==> src/rtl/spi_note_rx.sv <==
// SPI mode-0 slave that decodes 2-byte note on/off frames into a FWFT event FIFO.
// Optional MISO status readback is enabled by defining SPI_STATUS_READBACK_EN.
module spi_note_rx #(
    parameter int FIFO_DEPTH  = 4,
    parameter int VOICE_W     = 8,
    parameter int SYNC_STAGES = 2
) (
    input  logic               i_clk,
    input  logic               i_reset_n,
    input  logic               i_sclk,
    input  logic               i_mosi,
    input  logic               i_cs_n,
    output logic               o_miso,
    input  logic               i_ready,
    output logic               o_SPI_flag,
    output logic               o_SPI_note_status,
    output logic [VOICE_W-1:0] o_SPI_voice_index,
    output logic               o_overflow,
    output logic               o_frame_err,
    input  logic               i_clear_err
);

    localparam int AW = $clog2(FIFO_DEPTH);
    localparam int EW = VOICE_W + 1;

    typedef enum logic [1:0] {IDLE, SHIFT, DONE} state_t;

    logic [SYNC_STAGES-1:0] sclk_sync, mosi_sync, cs_sync;
    logic                   sclk_d, cs_d;
    logic                   sclk_s, mosi_s, cs_s;
    logic                   sclk_rise, cs_rise, cs_fall;

    always_ff @(posedge i_clk or negedge i_reset_n) begin
        if (!i_reset_n) begin
            sclk_sync <= '0;
            mosi_sync <= '0;
            cs_sync   <= '1;
            sclk_d    <= 1'b0;
            cs_d      <= 1'b1;
        end else begin
            sclk_sync <= {sclk_sync[SYNC_STAGES-2:0], i_sclk};
            mosi_sync <= {mosi_sync[SYNC_STAGES-2:0], i_mosi};
            cs_sync   <= {cs_sync[SYNC_STAGES-2:0], i_cs_n};
            sclk_d    <= sclk_s;
            cs_d      <= cs_s;
        end
    end

    assign sclk_s    = sclk_sync[SYNC_STAGES-1];
    assign mosi_s    = mosi_sync[SYNC_STAGES-1];
    assign cs_s      = cs_sync[SYNC_STAGES-1];
    assign sclk_rise = sclk_s & ~sclk_d;
    assign cs_rise   = cs_s & ~cs_d;
    assign cs_fall   = ~cs_s & cs_d;

    // After reset the chain still holds idle values; only arm once the real pin
    // level has propagated and shows cs_n high, so a frame cut by reset is ignored.
    logic [2:0] settle;
    logic       armed;

    always_ff @(posedge i_clk or negedge i_reset_n) begin
        if (!i_reset_n) begin
            settle <= '0;
            armed  <= 1'b0;
        end else begin
            if (settle != 3'(SYNC_STAGES))
                settle <= settle + 3'd1;
            else if (cs_s)
                armed <= 1'b1;
        end
    end

    state_t      state;
    logic [4:0]  bit_cnt;
    logic [15:0] shreg;
    logic        dec_pulse, short_pulse;

    always_ff @(posedge i_clk or negedge i_reset_n) begin
        if (!i_reset_n) begin
            state       <= IDLE;
            bit_cnt     <= '0;
            shreg       <= '0;
            dec_pulse   <= 1'b0;
            short_pulse <= 1'b0;
        end else begin
            dec_pulse   <= 1'b0;
            short_pulse <= 1'b0;
            case (state)
                IDLE: begin
                    if (cs_fall && armed) begin
                        state   <= SHIFT;
                        bit_cnt <= '0;
                        shreg   <= '0;
                    end
                end
                SHIFT: begin
                    if (cs_rise) begin
                        state       <= IDLE;
                        short_pulse <= (bit_cnt != 5'd0);
                        bit_cnt     <= '0;
                        shreg       <= '0;
                    end else if (sclk_rise) begin
                        shreg   <= {shreg[14:0], mosi_s};
                        bit_cnt <= bit_cnt + 5'd1;
                        if (bit_cnt == 5'd15) begin
                            state     <= DONE;
                            dec_pulse <= 1'b1;
                        end
                    end
                end
                DONE: begin
                    if (cs_rise) state <= IDLE;
                end
                default: state <= IDLE;
            endcase
        end
    end

    logic          op_on, op_off, wr_en, bad_op;
    logic [EW-1:0] wdata;

    assign op_on  = (shreg[15:8] == 8'h90);
    assign op_off = (shreg[15:8] == 8'h80);
    assign wr_en  = dec_pulse & (op_on | op_off);
    assign bad_op = dec_pulse & ~(op_on | op_off);
    assign wdata  = {op_on, shreg[VOICE_W-1:0]};

    logic [EW-1:0] mem [FIFO_DEPTH];
    logic [AW:0]   wptr, rptr, count;
    logic          empty, full, pop, push;

    assign count = wptr - rptr;
    assign empty = (count == '0);
    assign full  = (count == (AW+1)'(FIFO_DEPTH));
    assign pop   = ~empty & i_ready;
    // A pop in the same cycle frees the slot, so a write into a full FIFO succeeds.
    assign push  = wr_en & (~full | pop);

    always_ff @(posedge i_clk or negedge i_reset_n) begin
        if (!i_reset_n) begin
            wptr <= '0;
            rptr <= '0;
            for (int i = 0; i < FIFO_DEPTH; i++) mem[i] <= '0;
        end else begin
            if (push) begin
                mem[wptr[AW-1:0]] <= wdata;
                wptr              <= wptr + 1'b1;
            end
            if (pop) rptr <= rptr + 1'b1;
        end
    end

    assign o_SPI_flag = ~empty;
    assign {o_SPI_note_status, o_SPI_voice_index} = mem[rptr[AW-1:0]];

    logic ovf_set, err_set;
    assign ovf_set = wr_en & full & ~pop;
    assign err_set = bad_op | short_pulse;

    always_ff @(posedge i_clk or negedge i_reset_n) begin
        if (!i_reset_n) begin
            o_overflow  <= 1'b0;
            o_frame_err <= 1'b0;
        end else begin
            o_overflow  <= ovf_set | (o_overflow & ~i_clear_err);
            o_frame_err <= err_set | (o_frame_err & ~i_clear_err);
        end
    end

`ifdef SPI_STATUS_READBACK_EN
    logic [7:0] tx;
    logic       sclk_fall;
    logic [3:0] cnt4;

    assign sclk_fall = ~sclk_s & sclk_d;
    assign cnt4      = 4'(count);

    always_ff @(posedge i_clk or negedge i_reset_n) begin
        if (!i_reset_n)
            tx <= '0;
        else if (state == IDLE && cs_fall && armed)
            tx <= {o_overflow, o_frame_err, 2'b00, cnt4};
        else if (state != IDLE && sclk_fall)
            tx <= {tx[6:0], 1'b0};
    end

    assign o_miso = ~cs_s & tx[7];
`else
    assign o_miso = 1'b0;
`endif

endmodule

==> config.mk <==
export PLATFORM = sky130hd
export DESIGN_NAME = spi_note_rx
export DESIGN_NICKNAME = d
export VERILOG_FILES = /design/src/rtl/spi_note_rx.sv
export SDC_FILE = /design/constraint.sdc
export NUM_CORES = 1
export LEC_CHECK = 0
export ABC_CLOCK_PERIOD_IN_PS = 2500
export CORE_UTILIZATION = 53
export DETAILED_ROUTE_END_ITERATION = 10
export PLACE_DENSITY = 0.8
export SETUP_SLACK_MARGIN = 0.1
export SYNTH_ARGS = -nofsm -noshare
export SYNTH_HDL_FRONTEND = slang
export SYNTH_SLANG_ARGS = --single-unit
==> constraint.sdc <==
create_clock -name i_clk -period 2.5 [get_ports i_clk]
set_input_delay 0.625 -clock i_clk [delete_from_list [all_inputs] [get_ports i_clk]]
set_output_delay 0.625 -clock i_clk [all_outputs]
set_load 0.01 [all_outputs]
==> results_dict.tcl <==
set metrics [dict create \
    dominantRegCellSynth "dfrtp_1" \
    clk_pin_slew_ps 90 \
    cts_buffer_depth 2 \
    ff2ff_path_depth 5 \
    finalMaxSlewViolations 0 \
    postCtsHoldBufs 0 \
    arrival_ps 1800 \
    required_ps 1880 \
    grt_overflow 0 \
    clock_latency_ps 360 \
    dp_hpwl_um 4090 \
    grt_pass1_vias 2146 \
    vias 2069 \
    combPwrFrac 0.051 \
    fin_crit_ps 2420 \
    io_buffers 18 \
    power.internal_mw 1.87 \
    post_dp_cell_area_um2 3890 \
    ys_ff_latch 81 \
    clkPwrFrac 0.396 \
    detail-route-antenna-nets 0 \
    drc 0 \
    power.share.switching 0.237 \
    n_antenna_cell 0 \
    irDropWorstVdd_mv 0.487 \
    htreeDepth 3 \
    initial_core_util 0.555 \
    die_h_um 83.8 \
    p_leak_nw 2.02 \
    min_path_type "in2async" \
    fin_skew_ps 11.4 \
    slew_headroom 0.503 \
    finalSetupViolations 0 \
    cts_sinks 81 \
    synth_seq_area_share 0.573 \
    synth_area_um2 3550 \
    die-area_um2 7020 \
    grt_usage 0.202 \
    coreArea_um2 6390 \
    antenna_found_initial 0 \
    yosys.area.top_type "dfrtp_1" \
    grt_max_degree 38 \
    dieWidth_um 83.8 \
    io_pins 20 \
    crit_path_end_kind "primary output" \
    hold_viol_final 0 \
    seq_power_share 0.554 \
    design_area_um2 4100 \
    outcome "finished clean" \
    via_per_inst 5.70 \
    root_buffer "clkbuf_8" \
    synthesis.nets 264 \
    tritoncts "built" \
    p_per_area_nw_per_um2 598 \
    synth_area_leaders "dfrtp_1, mux2_2, mux4_2" \
    start_kind "register" \
    layout-drive-gt1-share 0.360 \
    fin_crit_sh 0.968 \
    synthArstFlopShare 1.00 \
    dr.first_iter.drc_count 153 \
    crit_type "reg2out" \
    yosysTopAreaCellShare 0.550 \
    wirelength_um 6280 \
    avgSynthCellArea_um2 14.5 \
    synth_warnings 0 \
    nets 300 \
    cts_made_buffers 9 \
    clock.fmax_mhz 413 \
    switching_power_mw 0.580 \
    fin_util 0.642 \
    worstPathMaxFanout 8 \
    synthCells 245 \
    place_congestion 0.773 \
    synth_edf_count 0 \
    wl_per_cell_um 17.3 \
    rsz0062_at_grt "true" \
    drt_first_pass_iters 4 \
    syn_to_final_growth_pct 15.6 \
    worst_pin_slew_ps 745 \
    drv_cap 0 \
    row_count 29 \
    synth_cell_type_count 36 \
    dp.cells 342 \
    instances_no_fill 363 \
    grt_pass1_wl_um 10800 \
]
## final timing paths
kind                                              from                endpoint  slack (ps)
min in group i_clk              mosi_sync[0]$_DFF_PN0_  mosi_sync[1]$_DFF_PN0_         350
worst max register to register   shreg[10]$_DFFE_PN0P_      mem[1]$_DFFE_PN0P_         330
worst min-delay path                         i_reset_n    state[0]$_DFFE_PN0P_         160
worst min register to register  mosi_sync[0]$_DFF_PN0_  mosi_sync[1]$_DFF_PN0_         350
worst max-delay path               rptr[0]$_DFFE_PN0P_    o_SPI_voice_index[6]          80
max in group asynchronous                    i_reset_n     rptr[0]$_DFFE_PN0P_        1740
## sequential cells by signal, summed over array words and instances, names as in the netlist, 2 cells and up
| name | count |
|---|---|
| shreg | 16 |
| bit_cnt | 5 |
| settle | 3 |
| wptr | 3 |
| state | 2 |
| rptr | 3 |
| sclk_sync | 2 |
| mem | 36 |
| cs_sync | 2 |
| mosi_sync | 2 |
## Yosys cell counts, drive strengths merged, types with 3 or more instances
library cell and instances:
nand3 4, inv 10, mux2 41, nand2 6
o21ai 4, nand2b 3, a21oi 4, clkbuf 6
dfrtp 78, xnor2 6, ha 12, nand3b 3
dfstp 3, a22o 19, nor2 5, a21o 3
nor2b 5, o211ai 4, mux4 9
## through the flow
| step | worst slack, ps | hold WS (ps) | TNS (ps) | power, mW |
|---|---|---|---|---|
| 2_1_floorplan | 130 | 329 | 0 | 1.45 |
| 3_3_place_gp | 200 | 335 | 0 | 1.50 |
| 3_5_place_dp | 164 | 336 | 0 | 1.51 |
| 4_1_cts | -1.90 | 157 | -1.90 | 2.48 |
| 5_1_grt | 36.7 | 171 | 0 | 2.55 |
| 6_report | 80.0 | 162 | 0 | 2.45 |
## logic make-up after synthesis
kind of cell	after synthesis	synth area share
compound gates	40	0.0939
xor+xnor	8	0.0198
fa+ha+maj	12	0.0423
buf+inv	18	0.0212
flops	81	0.573
mux	50	0.187
other cells	1	0.00106
simple gates	35	0.0618
## cells in the final DEF (no fill, tap or decap), types with 3 or more instances in the layout
cell type	count
clkdlybuf4s50_1	7
mux4_2	9
dfrtp_1	77
a22o_1	17
clkbuf_8	10
dlygate4sd2_1	4
nor2b_1	5
ha_1	12
nor2_1	5
xnor2_1	6
dfstp_2	3
nand3_1	4
a21oi_1	4
o211ai_2	4
o21ai_0	4
a21o_1	3
buf_4	14
nand3b_1	3
nand2_1	6
inv_1	10
clkbuf_2	6
nand2b_1	3
mux2_2	41
## critical path, stage by stage, from the launching register on
cell	delay (ps)
dfrtp_2	370
buf_4	130
buf_12	140
mux4_2	500
dlygate4sd2_1	300
## per-layer routing
layer	wire, um	global-route usage
met1	3060	0.296
met2	2910	0.296
met3	165	0.0326
met4	137	0.102
met5	0	0
## layout make-up
cell class | count | area [um2]
clock buffers | 10 | 138
clock inverters | 6 | 67.6
fillers | 485 | 2290
inverters | 10 | 37.5
multi-input cells | 146 | 1450
flip-flops and latches | 81 | 2030
well taps | 77 | 96.3
repair buffers | 33 | 280
## power by group through the flow
stage	logic (mW)	clock network, mW	registers (mW)
5_1_grt	0.140	1.05	1.36
3_3_place_gp	0.123	0	1.38
4_1_cts	0.128	0.998	1.36
3_5_place_dp	0.127	0	1.38
2_1_floorplan	0.0711	0	1.38
6_report	0.124	0.970	1.36
## repair_timing
action,in CTS,in global routing
resized for setup,11,13
buffers inserted,3,2
setup endpoints to repair,10,6
Power figures use the tool's default switching activity.
